--- src/rtl/hs_rx_pkg.sv ---
// rtl/hs_rx_pkg.sv - shared types and sizing constants for the hs_rx unpacker
package hs_rx_pkg;

    localparam int WIDTH_DEF       = 32;
    localparam int ELEM_W_DEF      = 8;
    localparam int FRAME_WORDS_DEF = 4;
    localparam int NUM_ELEM        = WIDTH_DEF / ELEM_W_DEF;
    localparam int IDX_W           = (NUM_ELEM > 1) ? $clog2(NUM_ELEM) : 1;
    localparam int FCNT_W          = (FRAME_WORDS_DEF > 1) ? $clog2(FRAME_WORDS_DEF) : 1;

    typedef enum logic {
        IDLE = 1'b0,
        EMIT = 1'b1
    } state_e;

    // Counters for a single value still need one bit of storage.
    function automatic int clog2_min1(input int v);
        return (v > 1) ? $clog2(v) : 1;
    endfunction

endpackage

--- src/rtl/hs_rx_unpacker_if.sv ---
// rtl/hs_rx_unpacker_if.sv - word-in / element-stream-out bundle of the unpacker
interface hs_rx_unpacker_if #(
    parameter int WIDTH  = 32,
    parameter int ELEM_W = 8
);
    logic              dvalid;
    logic [WIDTH-1:0]  dout;
    logic              dbusy;
    logic              out_valid;
    logic [ELEM_W-1:0] out_data;
    logic              out_last;
    logic              out_ready;

    modport slave (
        input  dvalid, dout, out_ready,
        output dbusy, out_valid, out_data, out_last
    );

    modport master (
        output dvalid, dout, out_ready,
        input  dbusy, out_valid, out_data, out_last
    );
endinterface

--- src/rtl/hs_rx_slot2.sv ---
// rtl/hs_rx_slot2.sv - two-slot SHIFT/HOLD word buffer with accept and promote logic
module hs_rx_slot2 #(
    parameter int WIDTH = 32
) (
    input  logic             clk,
    input  logic             rst_n,
    input  logic             in_valid_i,
    input  logic [WIDTH-1:0] in_data_i,
    input  logic             retire_i,
    output logic [WIDTH-1:0] shift_data_o,
    output logic             hold_valid_o,
    output logic             drop_o
);
    logic             shift_valid_q, shift_valid_d;
    logic [WIDTH-1:0] shift_q, shift_d;
    logic             hold_valid_q, hold_valid_d;
    logic [WIDTH-1:0] hold_q, hold_d;

    always_comb begin
        shift_valid_d = shift_valid_q;
        shift_d       = shift_q;
        hold_valid_d  = hold_valid_q;
        hold_d        = hold_q;
        drop_o        = 1'b0;
        if (retire_i) begin
            // Retiring SHIFT: HOLD (if any) moves up, a new word refills behind it.
            if (hold_valid_q) begin
                shift_d       = hold_q;
                shift_valid_d = 1'b1;
                hold_valid_d  = in_valid_i;
                if (in_valid_i) hold_d = in_data_i;
            end else begin
                shift_valid_d = in_valid_i;
                if (in_valid_i) shift_d = in_data_i;
            end
        end else if (!shift_valid_q) begin
            if (in_valid_i) begin
                shift_valid_d = 1'b1;
                shift_d       = in_data_i;
            end
        end else if (in_valid_i) begin
            if (!hold_valid_q) begin
                hold_valid_d = 1'b1;
                hold_d       = in_data_i;
            end else begin
                drop_o = 1'b1;
            end
        end
    end

    always_ff @(posedge clk or negedge rst_n) begin
        if (!rst_n) begin
            shift_valid_q <= 1'b0;
            shift_q       <= '0;
            hold_valid_q  <= 1'b0;
            hold_q        <= '0;
        end else begin
            shift_valid_q <= shift_valid_d;
            shift_q       <= shift_d;
            hold_valid_q  <= hold_valid_d;
            hold_q        <= hold_d;
        end
    end

    assign shift_data_o = shift_q;
    assign hold_valid_o = hold_valid_q;
endmodule

--- src/rtl/hs_rx_unpacker.sv ---
// rtl/hs_rx_unpacker.sv - unpacks synchronizer words into a framed element stream (option: HS_RX_OVF_CHECK_EN)
module hs_rx_unpacker
    import hs_rx_pkg::*;
#(
    parameter int WIDTH       = WIDTH_DEF,
    parameter int ELEM_W      = ELEM_W_DEF,
    parameter int FRAME_WORDS = FRAME_WORDS_DEF
) (
    input  logic clk,
    input  logic rst_n,
    hs_rx_unpacker_if.slave bus
`ifdef HS_RX_OVF_CHECK_EN
    ,
    output logic ovf_err
`endif
);
    localparam int N_ELEM = WIDTH / ELEM_W;
    localparam int IW     = clog2_min1(N_ELEM);
    localparam int FW     = clog2_min1(FRAME_WORDS);

    state_e           state_q, state_d;
    logic [IW-1:0]    idx_q, idx_d;
    logic [FW-1:0]    fcnt_q, fcnt_d;
    logic [WIDTH-1:0] shift_data;
    logic [WIDTH-1:0] shifted;
    logic             hold_valid;
    logic             drop;
    logic             out_valid;
    logic             hs;
    logic             last_elem;
    logic             retire;

    hs_rx_slot2 #(.WIDTH(WIDTH)) u_slot2 (
        .clk          (clk),
        .rst_n        (rst_n),
        .in_valid_i   (bus.dvalid),
        .in_data_i    (bus.dout),
        .retire_i     (retire),
        .shift_data_o (shift_data),
        .hold_valid_o (hold_valid),
        .drop_o       (drop)
    );

    assign out_valid = (state_q == EMIT);
    assign hs        = out_valid && bus.out_ready;
    assign last_elem = (idx_q == IW'(N_ELEM - 1));
    assign retire    = hs && last_elem;

    always_comb begin
        state_d = state_q;
        case (state_q)
            IDLE:    if (bus.dvalid) state_d = EMIT;
            EMIT:    if (retire && !hold_valid && !bus.dvalid) state_d = IDLE;
            default: state_d = IDLE;
        endcase
    end

    always_comb begin
        idx_d  = idx_q;
        fcnt_d = fcnt_q;
        if (hs) begin
            if (last_elem) begin
                idx_d  = '0;
                fcnt_d = (fcnt_q == FW'(FRAME_WORDS - 1)) ? '0 : fcnt_q + 1'b1;
            end else begin
                idx_d = idx_q + 1'b1;
            end
        end
    end

    always_ff @(posedge clk or negedge rst_n) begin
        if (!rst_n) begin
            state_q <= IDLE;
            idx_q   <= '0;
            fcnt_q  <= '0;
        end else begin
            state_q <= state_d;
            idx_q   <= idx_d;
            fcnt_q  <= fcnt_d;
        end
    end

    // MSB-first: element idx is brought to the top of the word.
    assign shifted       = shift_data << (int'(idx_q) * ELEM_W);
    assign bus.out_data  = out_valid ? shifted[WIDTH-1 -: ELEM_W] : '0;
    assign bus.out_valid = out_valid;
    assign bus.out_last  = out_valid && last_elem && (fcnt_q == FW'(FRAME_WORDS - 1));
    assign bus.dbusy     = hold_valid;

`ifdef HS_RX_OVF_CHECK_EN
    logic ovf_q;
    always_ff @(posedge clk or negedge rst_n) begin
        if (!rst_n) ovf_q <= 1'b0;
        else        ovf_q <= ovf_q | drop;
    end
    assign ovf_err = ovf_q;
`else
    logic unused_drop;
    assign unused_drop = drop;
`endif
endmodule

--- src/flat_wrapper.sv ---
// flat-port wrapper written by rule: the top's interface ports become plain ports
module hs_rx_unpacker_flat import hs_rx_pkg::*;
#(
    parameter int WIDTH       = WIDTH_DEF,
    parameter int ELEM_W      = ELEM_W_DEF,
    parameter int FRAME_WORDS = FRAME_WORDS_DEF
)
  (clk, rst_n, bus_dvalid, bus_dout, bus_out_ready, bus_dbusy, bus_out_valid, bus_out_data, bus_out_last);
  hs_rx_unpacker_if #(.WIDTH(WIDTH), .ELEM_W(ELEM_W)) bus_i ();
  input  logic clk;
  input  logic rst_n;
  input wire logic [$bits(bus_i.dvalid)-1:0] bus_dvalid;
  input wire logic [$bits(bus_i.dout)-1:0] bus_dout;
  input wire logic [$bits(bus_i.out_ready)-1:0] bus_out_ready;
  output wire logic [$bits(bus_i.dbusy)-1:0] bus_dbusy;
  output wire logic [$bits(bus_i.out_valid)-1:0] bus_out_valid;
  output wire logic [$bits(bus_i.out_data)-1:0] bus_out_data;
  output wire logic [$bits(bus_i.out_last)-1:0] bus_out_last;
  assign bus_i.dvalid = bus_dvalid;
  assign bus_i.dout = bus_dout;
  assign bus_i.out_ready = bus_out_ready;
  assign bus_dbusy = bus_i.dbusy;
  assign bus_out_valid = bus_i.out_valid;
  assign bus_out_data = bus_i.out_data;
  assign bus_out_last = bus_i.out_last;
  hs_rx_unpacker #(.WIDTH(WIDTH), .ELEM_W(ELEM_W), .FRAME_WORDS(FRAME_WORDS)) u_core (.clk(clk), .rst_n(rst_n), .bus(bus_i));
endmodule
--- config.mk ---
export PLATFORM = sky130hd
export DESIGN_NAME = hs_rx_unpacker_flat
export DESIGN_NICKNAME = d
export VERILOG_FILES = /design/src/rtl/hs_rx_pkg.sv /design/src/rtl/hs_rx_unpacker_if.sv /design/src/rtl/hs_rx_slot2.sv /design/src/rtl/hs_rx_unpacker.sv /design/src/flat_wrapper.sv
export SDC_FILE = /design/constraint.sdc
export NUM_CORES = 1
export LEC_CHECK = 0
export BUFFER_PORTS_ARGS = -buffer_cell sky130_fd_sc_hd__buf_4
export CAP_MARGIN = 10
export CORE_MARGIN = 4
export CORE_UTILIZATION = 45
export DETAILED_ROUTE_END_ITERATION = 16
export PLACE_DENSITY_LB_ADDON = 0.2
export RECOVER_POWER = 25
export SYNTH_ARGS = -nofsm -noshare
export SYNTH_HDL_FRONTEND = slang
export SYNTH_SLANG_ARGS = --single-unit
--- constraint.sdc ---
create_clock -name clk -period 2.5 [get_ports clk]
set_clock_uncertainty 0.1 [all_clocks]
set_input_delay 0.25 -clock clk [delete_from_list [all_inputs] [get_ports clk]]
set_output_delay 0.25 -clock clk [all_outputs]
set_load 0.005 [all_outputs]
==> results of run 1 <==
-- where the power goes --
group          leakage (nW)  total [mW]  internal [mW]  switching [mW]
logic                  1.12        2.22           1.50           0.719
registers             0.834        2.03           1.72           0.308
clock network        0.0896       0.872          0.479           0.393
-- final cells by class --
cell class | instances | area (sq um)
clock buffer | 13 | 149
clock inverter | 1 | 30.0
fill | 685 | 3550
inverter | 4 | 15.0
multi-input combinational | 136 | 1740
sequential | 71 | 1780
tap | 102 | 128
timing repair buffer | 58 | 460
-- kinds of logic (layout without fill, tap and decap cells) --
logic type	after synthesis	in the layout	share of synthesized area
multiplexers	103	103	0.402
adder cells (fa/ha/maj)	3	3	0.0102
buffers and inverters	16	76	0.0426
AND/OR/NAND/NOR	20	20	0.0361
AO/OA/AOI/OAI	10	10	0.0256
flip-flops	71	71	0.484
-- what timing repair did --
item                       in CTS  in global routing
setup endpoints to repair       0                  0
hold endpoints to repair       71                  0
hold buffers                    1                  0
-- stage by stage --
step | area, sq um | hold WS, ns | std cells | power [mW] | setup slack [ns]
2_1_floorplan | 3670 | -0.146 | 223 | 3.71 | 0.486
3_3_place_gp | 4110 | 0.337 | 370 | 4.24 | 0.347
3_5_place_dp | 4110 | 0.346 | 370 | 4.29 | 0.296
4_1_cts | 4300 | 0.0281 | 385 | 5.19 | 0.283
5_1_grt | 4300 | 0.0232 | 385 | 5.45 | 0.0967
6_report | 4300 | 0.0435 | 385 | 5.12 | 0.297
-- placed cells by master (no fill, tap or decap) --
cell type       n
a21o_1          2
a2bb2oi_1       3
and2_1          8
and3_1          1
buf_12          2
buf_4          52
bufinv_16       1
clkbuf_1        3
clkbuf_2        1
clkbuf_4        2
clkbuf_8       10
dfrtp_1        71
dlygate4sd3_1   1
ha_1            3
inv_1           3
inv_2           1
mux2_1          1
mux2_2         30
mux2_4         61
mux2i_1         3
mux4_2          8
nand2_1         2
nand2b_1        3
nand3_1         1
nand3_2         1
nand4_4         1
nor2_1          1
nor3_1          2
o211a_4         1
o21ai_0         3
o22ai_4         1
-- state kept, by name, summed over array words and instances (netlist names) --
signal,cells
u_core.bus.out_valid,1
u_core.fcnt_q,2
u_core.idx_q,2
u_core.u_slot2.hold_q,32
u_core.u_slot2.hold_valid_o,1
u_core.u_slot2.shift_data_o,32
u_core.u_slot2.shift_valid_q,1
-- critical path: stages (launching register included) --
cell	delay [ns]
dfrtp_1	0.38
ha_1	0.28
nand3_2	0.11
inv_2	0.05
ha_1	0.29
o211a_4	0.32
buf_4	0.22
mux2_2	0.34
-- per-layer routing --
| metal | global-route usage | routed length [um] | part of all wire |
|---|---|---|---|
| met1 | 0.185 | 3050 | 0.46 |
| met2 | 0.226 | 3100 | 0.47 |
| met3 | 0.0557 | 353 | 0.054 |
| met4 | 0.0389 | 83 | 0.013 |
| met5 | 0 | 0 | 0 |
-- path summary, 6_finish.rpt --
kind	end	slack, ns
min in group asynchronous	u_core.u_slot2.hold_q[24]$_DFFE_PN0P_	0.80
max in group asynchronous	u_core.fcnt_q[1]$_DFFE_PN0P_	0.48
max reg2reg	u_core.u_slot2.hold_q[26]$_DFFE_PN0P_	0.30
max	u_core.u_slot2.hold_q[26]$_DFFE_PN0P_	0.30
min	u_core.u_slot2.hold_q[0]$_DFFE_PN0P_	0.04
min reg2reg	u_core.u_slot2.shift_data_o[2]$_DFFE_PN0P_	0.39
==> summary.txt, run 1 <==
Synthesis
  • Synth area leader: dfrtp_1
  • Syn nets: around 260
  • Register area share after synthesis: 0.484
  • Mean Syn Cell Area: ~16 sq um
  • Syn Std Cell Area: between 3000 and 4000 sq um
  • Synth Register Bits: between 70 and 80
  • Ys Warns: 0
  • Area share of the largest cell type after synthesis: 0.484
  • Mapped Cells: approximately 220
  • Ys flop type: dfrtp_1
  • Commonest cells post-synth: dfrtp_1, mux2_4, mux2_2, and2_1, mux4_2
  • Most numerous cell in the Yosys netlist: dfrtp_1
  • Ys async rst share: 1.00
  • Top cells by area, synth: dfrtp_1, mux2_4, mux2_2
  • Post-synth cell types: 27
  • Number of enable flip-flop cells after synthesis: 0

Floorplanning
  • Rows: 32
  • Io pins: 47
  • Core area: 7850 sq um
  • Die H: just under 100 um
  • Initial Utilization: 0.468
  • Die area: between 9000 and 10000 sq um
  • Die X-Extent: between 90 and 100 um

Drt
  • # DRC: 0
  • WL final: between 6 and 7 mm
  • ANT nets after route: 0
  • Vias/cell: slightly above 5
  • DR pass1 iterations: 4
  • Via count: 1946
  • Drt initial violations: 93
  • WL per Instance: 17.1 um

Final layout
  • P&R area growth vs syn: 17.0%
  • Fin nets: roughly 320
  • Diode count: 0
  • Core Util, Final: 0.548
  • Share of cells above drive strength 1: 0.608

Power
  • Power Density: between 1000 and 1500 nW/um^2
  • Peak VDD IR: about 0.52 mV
  • Leakage: 2.04 nW

Timing
  • Slew margin rel.: -0.145
  • Final hold viol count: 0
  • Final period util: 0.881
  • RSZ-0062 raised after global routing: no
  • Final setup violation count: 0
  • Transition time of the tightest slew-check pin: 1.72 ns
  • Slew Limit Fails: 72
  • Setup tns final: 0 ns
  • Period minus WS final: roughly 2.2 ns
  • Fmax: around 0.45 GHz

CTS
  • Htree depth: 3
  • # clock sinks: 71
  • Root Buffer: clkbuf_8
  • Post_cts resized: 0
  • CTS Buf Count: 9
  • CTS clk-pin slew, worst paths: 0.07 ns
  • Setup Buffers After CTS: 0
  • Worst-Skew Late Latency: roughly 0.34 ns
  • CTS tree: done
  • Clk buf depth: 2

GRT
  • Initial antenna violation count: 0
  • Vias in the first global route: approximately 2000
  • Pin count of the biggest net entering global routing: a little over 70
  • Global-route wire length before repair: around 11 mm
  • GRT overflow: 0
  • Tot GR Track Use: 0.143

Run
  • Max-cap violations: 1

Place
  • Placer Congestion: approximately 0.72
  • Input/output buffers: 46
  • Detailed Place HPWL: between 4 and 5 mm

Min path
  • Hold Crit Class: input port to flip-flop
  • Hold path depth: 2
  • Hold wc startpoint: bus_dout[0]

Outcome
  • Status: finished, violations left
  • Failing checks: capacitance limit, slew limit

Critical path
  • CP Launch Type: flip-flop
  • Reg2reg start: u_core.idx_q[0]$_DFFE_PN0P_
  • CP arrival: approximately 2.3 ns
  • Worst reg2reg path depth: 7
  • Critical Path Source: u_core.idx_q[0]$_DFFE_PN0P_
  • CP required: roughly 2.6 ns
  • Setup Crit Path Kind: flip-flop to flip-flop
  • Maximum fanout along the worst path: 13
  • CP endpoint kind: flip-flop
Power figures use the tool's default switching activity.
==> run 2: changes to the inputs <==
==> constraint.sdc (replaced) <==
create_clock -name clk -period 2.5 [get_ports clk]
set_clock_uncertainty 0.1 [all_clocks]
set_input_delay 0.375 -clock clk [delete_from_list [all_inputs] [get_ports clk]]
set_output_delay 0.375 -clock clk [all_outputs]
set_load 0.005 [all_outputs]
==> summary.txt, run 2 (synthesis gave the netlist of run 1 again) <==
Outcome
  • Status: finished, violations left
  • Failing checks: capacitance limit, slew limit

CTS
  • Post_cts resized: 0
  • CTS tree: done
  • Root Buffer: clkbuf_8
  • # clock sinks: between 70 and 80
  • CTS clk-pin slew, worst paths: about 0.07 ns
  • Worst-Skew Late Latency: about 0.33 ns
  • Clk buf depth: 2
  • Htree depth: 3
  • Setup Buffers After CTS: 0
  • Hold Buf Count CTS: 0
  • CTS Buf Count: 9

Floorplanning
  • Die X-Extent: about 100 um
  • Die H: ~98 um
  • Core area: 7850 sq um
  • Initial Utilization: 0.468
  • Rows: 32
  • Io pins: between 40 and 50
  • Die area: approximately 9700 sq um

Min path
  • Hold Crit Class: input port to flip-flop

Timing
  • Post-route setup slack: 0.259 ns
  • Slew margin rel.: -0.145
  • Period minus WS final: approximately 2.2 ns
  • Final setup violation count: 0
  • Fmax: 0.446 GHz
  • RSZ-0062 raised after global routing: no
  • Slew Limit Fails: 72
  • Transition time of the tightest slew-check pin: roughly 1.7 ns
  • WHS: between 0.15 and 0.2 ns
  • Final period util: 0.896
  • Setup tns final: 0 ns
  • Final hold viol count: 0

Final layout
  • P&R area growth vs syn: 16.4%
  • Fin nets: 318
  • Fill count: around 690
  • Commonest non-fill, non-tap cell in the layout: dfrtp_1
  • Share of cells above drive strength 1: 0.612
  • Commonest cells after routing, fill and taps aside: dfrtp_1, mux2_4, buf_4, mux2_2, clkbuf_8
  • Diode count: 0

Run
  • Max-cap violations: 1

Place
  • Place WS: ~0.3 ns
  • Placer Congestion: just over 0.7
  • Detailed Place HPWL: 4.49 mm
  • Input/output buffers: 46

GRT
  • Global-route wire length before repair: 11.1 mm
  • Vias in the first global route: ~2100
  • Pin count of the biggest net entering global routing: 72
  • Initial antenna violation count: 0
  • GRT overflow: 0
  • Tot GR Track Use: 0.147

Drt
  • DR pass1 iterations: 4
  • Vias/cell: 5.11
  • Drt initial violations: 76
  • WL final: ~6.6 mm
  • WL per Instance: roughly 17 um
  • # DRC: 0
  • Via count: about 2000
  • ANT nets after route: 0

Power
  • Tot Pwr: ~5.1 mW
  • Power Density: around 1200 nW/um^2
  • Leakage: approximately 2.0 nW
  • Peak VDD IR: between 0.5 and 0.6 mV

Critical path
  • Maximum fanout along the worst path: 10
  • CP required: roughly 2 ns
  • Setup Crit Path Kind: flip-flop to output pin
  • CP endpoint kind: output pin
  • Most Frequent Cell on Critical Path: buf_4
  • CP Launch Type: flip-flop
  • CP Cell Sequence: buf_4 > mux4_2 > and2_1 > buf_4
  • Max incr delay on CP: 0.52 ns
  • Critical path's slowest cell: mux4_2
  • CP arrival: between 1.5 and 2 ns
run 2: final timing paths:
kind	startpoint	to	slack, ns	cells after the start
setup / recovery	u_core.idx_q[0]$_DFFE_PN0P_	bus_out_data[4]	0.26	4
hold / removal	bus_dout[1]	u_core.u_slot2.hold_q[1]$_DFFE_PN0P_	0.17	2
hold reg to reg	u_core.u_slot2.shift_data_o[2]$_DFFE_PN0P_	u_core.u_slot2.shift_data_o[2]$_DFFE_PN0P_	0.39	1
setup reg to reg	u_core.idx_q[0]$_DFFE_PN0P_	u_core.u_slot2.hold_q[26]$_DFFE_PN0P_	0.28	7
max in group asynchronous	rst_n	u_core.u_slot2.hold_q[18]$_DFFE_PN0P_	0.90	1
min in group asynchronous	rst_n	u_core.u_slot2.hold_q[24]$_DFFE_PN0P_	0.39	1
run 2: power by group:
group          switching, mW  leakage [nW]  internal [mW]
registers              0.311         0.834           1.72
logic                  0.723          1.12           1.50
clock network          0.383        0.0851          0.444
run 2: per-layer routing:
metal | vias up | track usage | part of all wire
li1 | 918 | - | -
met1 | 987 | 0.194 | 0.46
met2 | 44 | 0.233 | 0.48
met3 | 7 | 0.0471 | 0.047
met4 | 0 | 0.0378 | 0.010
met5 | - | 0 | 0
run 2: cell type report:
type / count / area (sq um) / share of cell area
repair buffers: 57 / 450 / 0.105
flip-flops and latches: 71 / 1780 / 0.416
well taps: 102 / 128 / 0.0299
multi-input cells: 136 / 1740 / 0.407
inverters: 4 / 15.0 / 0.00351
clock inverters: 2 / 35.0 / 0.00819
clock buffers: 11 / 131 / 0.0307
run 2: stage by stage:
| stage | std cells | utilization | cell area [sq um] |
|---|---|---|---|
| detailed placement | 370 | 0.524 | 4110 |
| floorplan | 223 | - | 3670 |
| global route | 383 | 0.545 | 4280 |
| CTS | 383 | 0.545 | 4280 |
| global placement | 370 | 0.524 | 4110 |
| finish | 383 | 0.545 | 4280 |
run 2: critical path, delay by kind of cell, from the launching register on:
kind,cells,cell delay (ns)
multiplexers,1,0.52
flip-flops,1,0.35
AND/OR/NAND/NOR,1,0.19
buffers and inverters,2,0.38
==> run 3: changes to the inputs <==
- CORE_UTILIZATION: 45 -> 29
==> summary.txt, run 3 (synthesis gave the netlist of run 1 again) <==
CTS
  • CTS Buf Count: 9
  • Worst-Skew Late Latency: 0.33 ns
  • CTS clk-pin slew, worst paths: approximately 0.06 ns
  • Root Buffer: clkbuf_16
  • Clk buf depth: 2
  • CTS tree: done
  • Post_cts resized: 0
  • Setup Buffers After CTS: 0
  • # clock sinks: 71
  • Htree depth: 3

Power
  • Peak VDD IR: approximately 0.45 mV
  • Tot Pwr: about 5.6 mW
  • Leakage: roughly 2.1 nW
  • Power Density: ~1200 nW/um^2

Critical path
  • CP bufs+invs: 2
  • CP endpoint kind: output pin
  • R2R Setup Slk: around 0.33 ns
  • Most Frequent Cell on Critical Path: buf_4
  • CP Launch Type: flip-flop
  • CP arrival: 1.78 ns
  • Worst reg2reg path depth: 7
  • Delay-heaviest family, CP: multiplexers
  • Maximum fanout along the worst path: 10
  • Setup Crit Path Kind: flip-flop to output pin
  • Worst reg2reg endpoint: u_core.u_slot2.hold_q[6]$_DFFE_PN0P_
  • CP Cell Sequence: buf_4 > mux4_2 > and2_1 > buf_4
  • Max incr delay on CP: between 0.5 and 0.6 ns
  • CP required: 2.03 ns
  • Critical path's slowest cell: mux4_2
  • Reg2reg start: u_core.idx_q[0]$_DFFE_PN0P_

Min path
  • Hold wc startpoint: bus_dout[5]
  • Hold path depth: 2
  • Hold Path End: u_core.u_slot2.hold_q[5]$_DFFE_PN0P_
  • Hold Crit Class: input port to flip-flop

Floorplanning
  • Io pins: 47
  • Initial Utilization: 0.301
  • Die H: 121 um
  • Core area: ~12000 sq um
  • Rows: 40
  • Die area: about 15000 sq um
  • Die X-Extent: 121 um

Drt
  • WL final: 7.42 mm
  • WL per Instance: between 15 and 20 um
  • Drt initial violations: approximately 70
  • Met2 WL: 3.32 mm
  • Via count: about 2000
  • Top Layer Used: met4
  • Routed met3 length: 322 um
  • Met1 wire length: about 3.7 mm
  • Vias/cell: 4.41
  • DR pass1 iterations: 4
  • # DRC: 0
  • ANT nets after route: 0

Timing
  • WHS: approximately 0.19 ns
  • Slew margin rel.: 0.327
  • Final period util: 0.901
  • Period minus WS final: approximately 2.3 ns
  • Fmax: between 0.4 and 0.5 GHz
  • Setup tns final: 0 ns
  • Final setup violation count: 0
  • Slew Limit Fails: 0
  • Transition time of the tightest slew-check pin: between 1 and 1.5 ns
  • RSZ-0062 raised after global routing: no
  • Final hold viol count: 0

Outcome
  • Status: complete, no violations

GRT
  • Initial antenna violation count: 0
  • GRT overflow: 0
  • Global-route wire length before repair: 12.3 mm
  • Tot GR Track Use: 0.111
  • Pin count of the biggest net entering global routing: 72
  • Vias in the first global route: roughly 2100

Place
  • Detailed Place HPWL: 5.03 mm
  • Input/output buffers: 46
  • Placer Congestion: 0.710

Final layout
  • Core Util, Final: 0.371
  • Fill count: about 1200
  • Commonest non-fill, non-tap cell in the layout: dfrtp_1
  • Share of cells above drive strength 1: 0.618
  • Commonest cells after routing, fill and taps aside: dfrtp_1, mux2_4, buf_4, mux2_2, clkbuf_16
  • Fin nets: ~320
  • Diode count: 0
  • P&R area growth vs syn: 23.3%

Run
  • Max-cap violations: 0
==> run 3: what timing repair did <==
| item | 4_1_cts | 5_1_grt |
|---|---|---|
| hold buffers | 1 | 0 |
| setup endpoints to repair | 0 | 0 |
| hold endpoints to repair | 71 | 0 |
==> run 3: worst max-delay path by stage <==
stage | start | to | slack [ns] | cells after the start
2_1_floorplan | u_core.idx_q[0]$_DFFE_PN0P_ | u_core.u_slot2.hold_q[10]$_DFFE_PN0P_ | 0.49 | 7
3_3_place_gp | u_core.idx_q[0]$_DFFE_PN0P_ | u_core.u_slot2.hold_q[14]$_DFFE_PN0P_ | 0.36 | 7
3_5_place_dp | u_core.idx_q[0]$_DFFE_PN0P_ | u_core.u_slot2.hold_q[6]$_DFFE_PN0P_ | 0.32 | 7
4_1_cts | u_core.idx_q[0]$_DFFE_PN0P_ | bus_out_data[5] | 0.21 | 4
5_1_grt | u_core.idx_q[0]$_DFFE_PN0P_ | bus_out_data[5] | 0.16 | 4
6_report | u_core.idx_q[0]$_DFFE_PN0P_ | bus_out_data[5] | 0.25 | 4
==> run 3: worst register-to-register path: stages, from the launching register on <==
cell	delay (ns)
dfrtp_1	0.38
ha_1	0.27
nand3_2	0.11
inv_2	0.05
ha_1	0.28
o211a_4	0.33
buf_12	0.20
mux2_2	0.34
==> run 3: final cells by class <==
type                       instances  area, sq um  share of cell area
sequential                        71         1780               0.392
multi-input combinational        136         1740               0.384
timing repair buffer              58          488               0.108
clock buffer                      11          243              0.0536
tap                              168          210              0.0464
clock inverter                     5         57.6              0.0127
inverter                           4         15.0             0.00331
==> run 3: metrics by stage <==
stage	instances	area (sq um)	setup WS, ns
after detailed placement	436	4230	0.318
after CTS	453	4540	0.212
final	453	4530	0.247
after global routing	453	4530	0.161
after global placement	436	4230	0.358
after floorplan	223	3670	0.486
==> run 3: report_power, final <==
part,total [mW],leakage (nW),internal [mW],switching [mW]
clock,1.27,0.149,0.799,0.474
sequential,2.02,0.834,1.72,0.302
combinational,2.27,1.13,1.51,0.762
==> run 3: layer usage <==
| metal | vias up | track usage |
|---|---|---|
| li1 | 929 | - |
| met1 | 1015 | 0.156 |
| met2 | 46 | 0.165 |
| met3 | 7 | 0.0370 |
| met4 | 0 | 0.0255 |
| met5 | - | 0 |
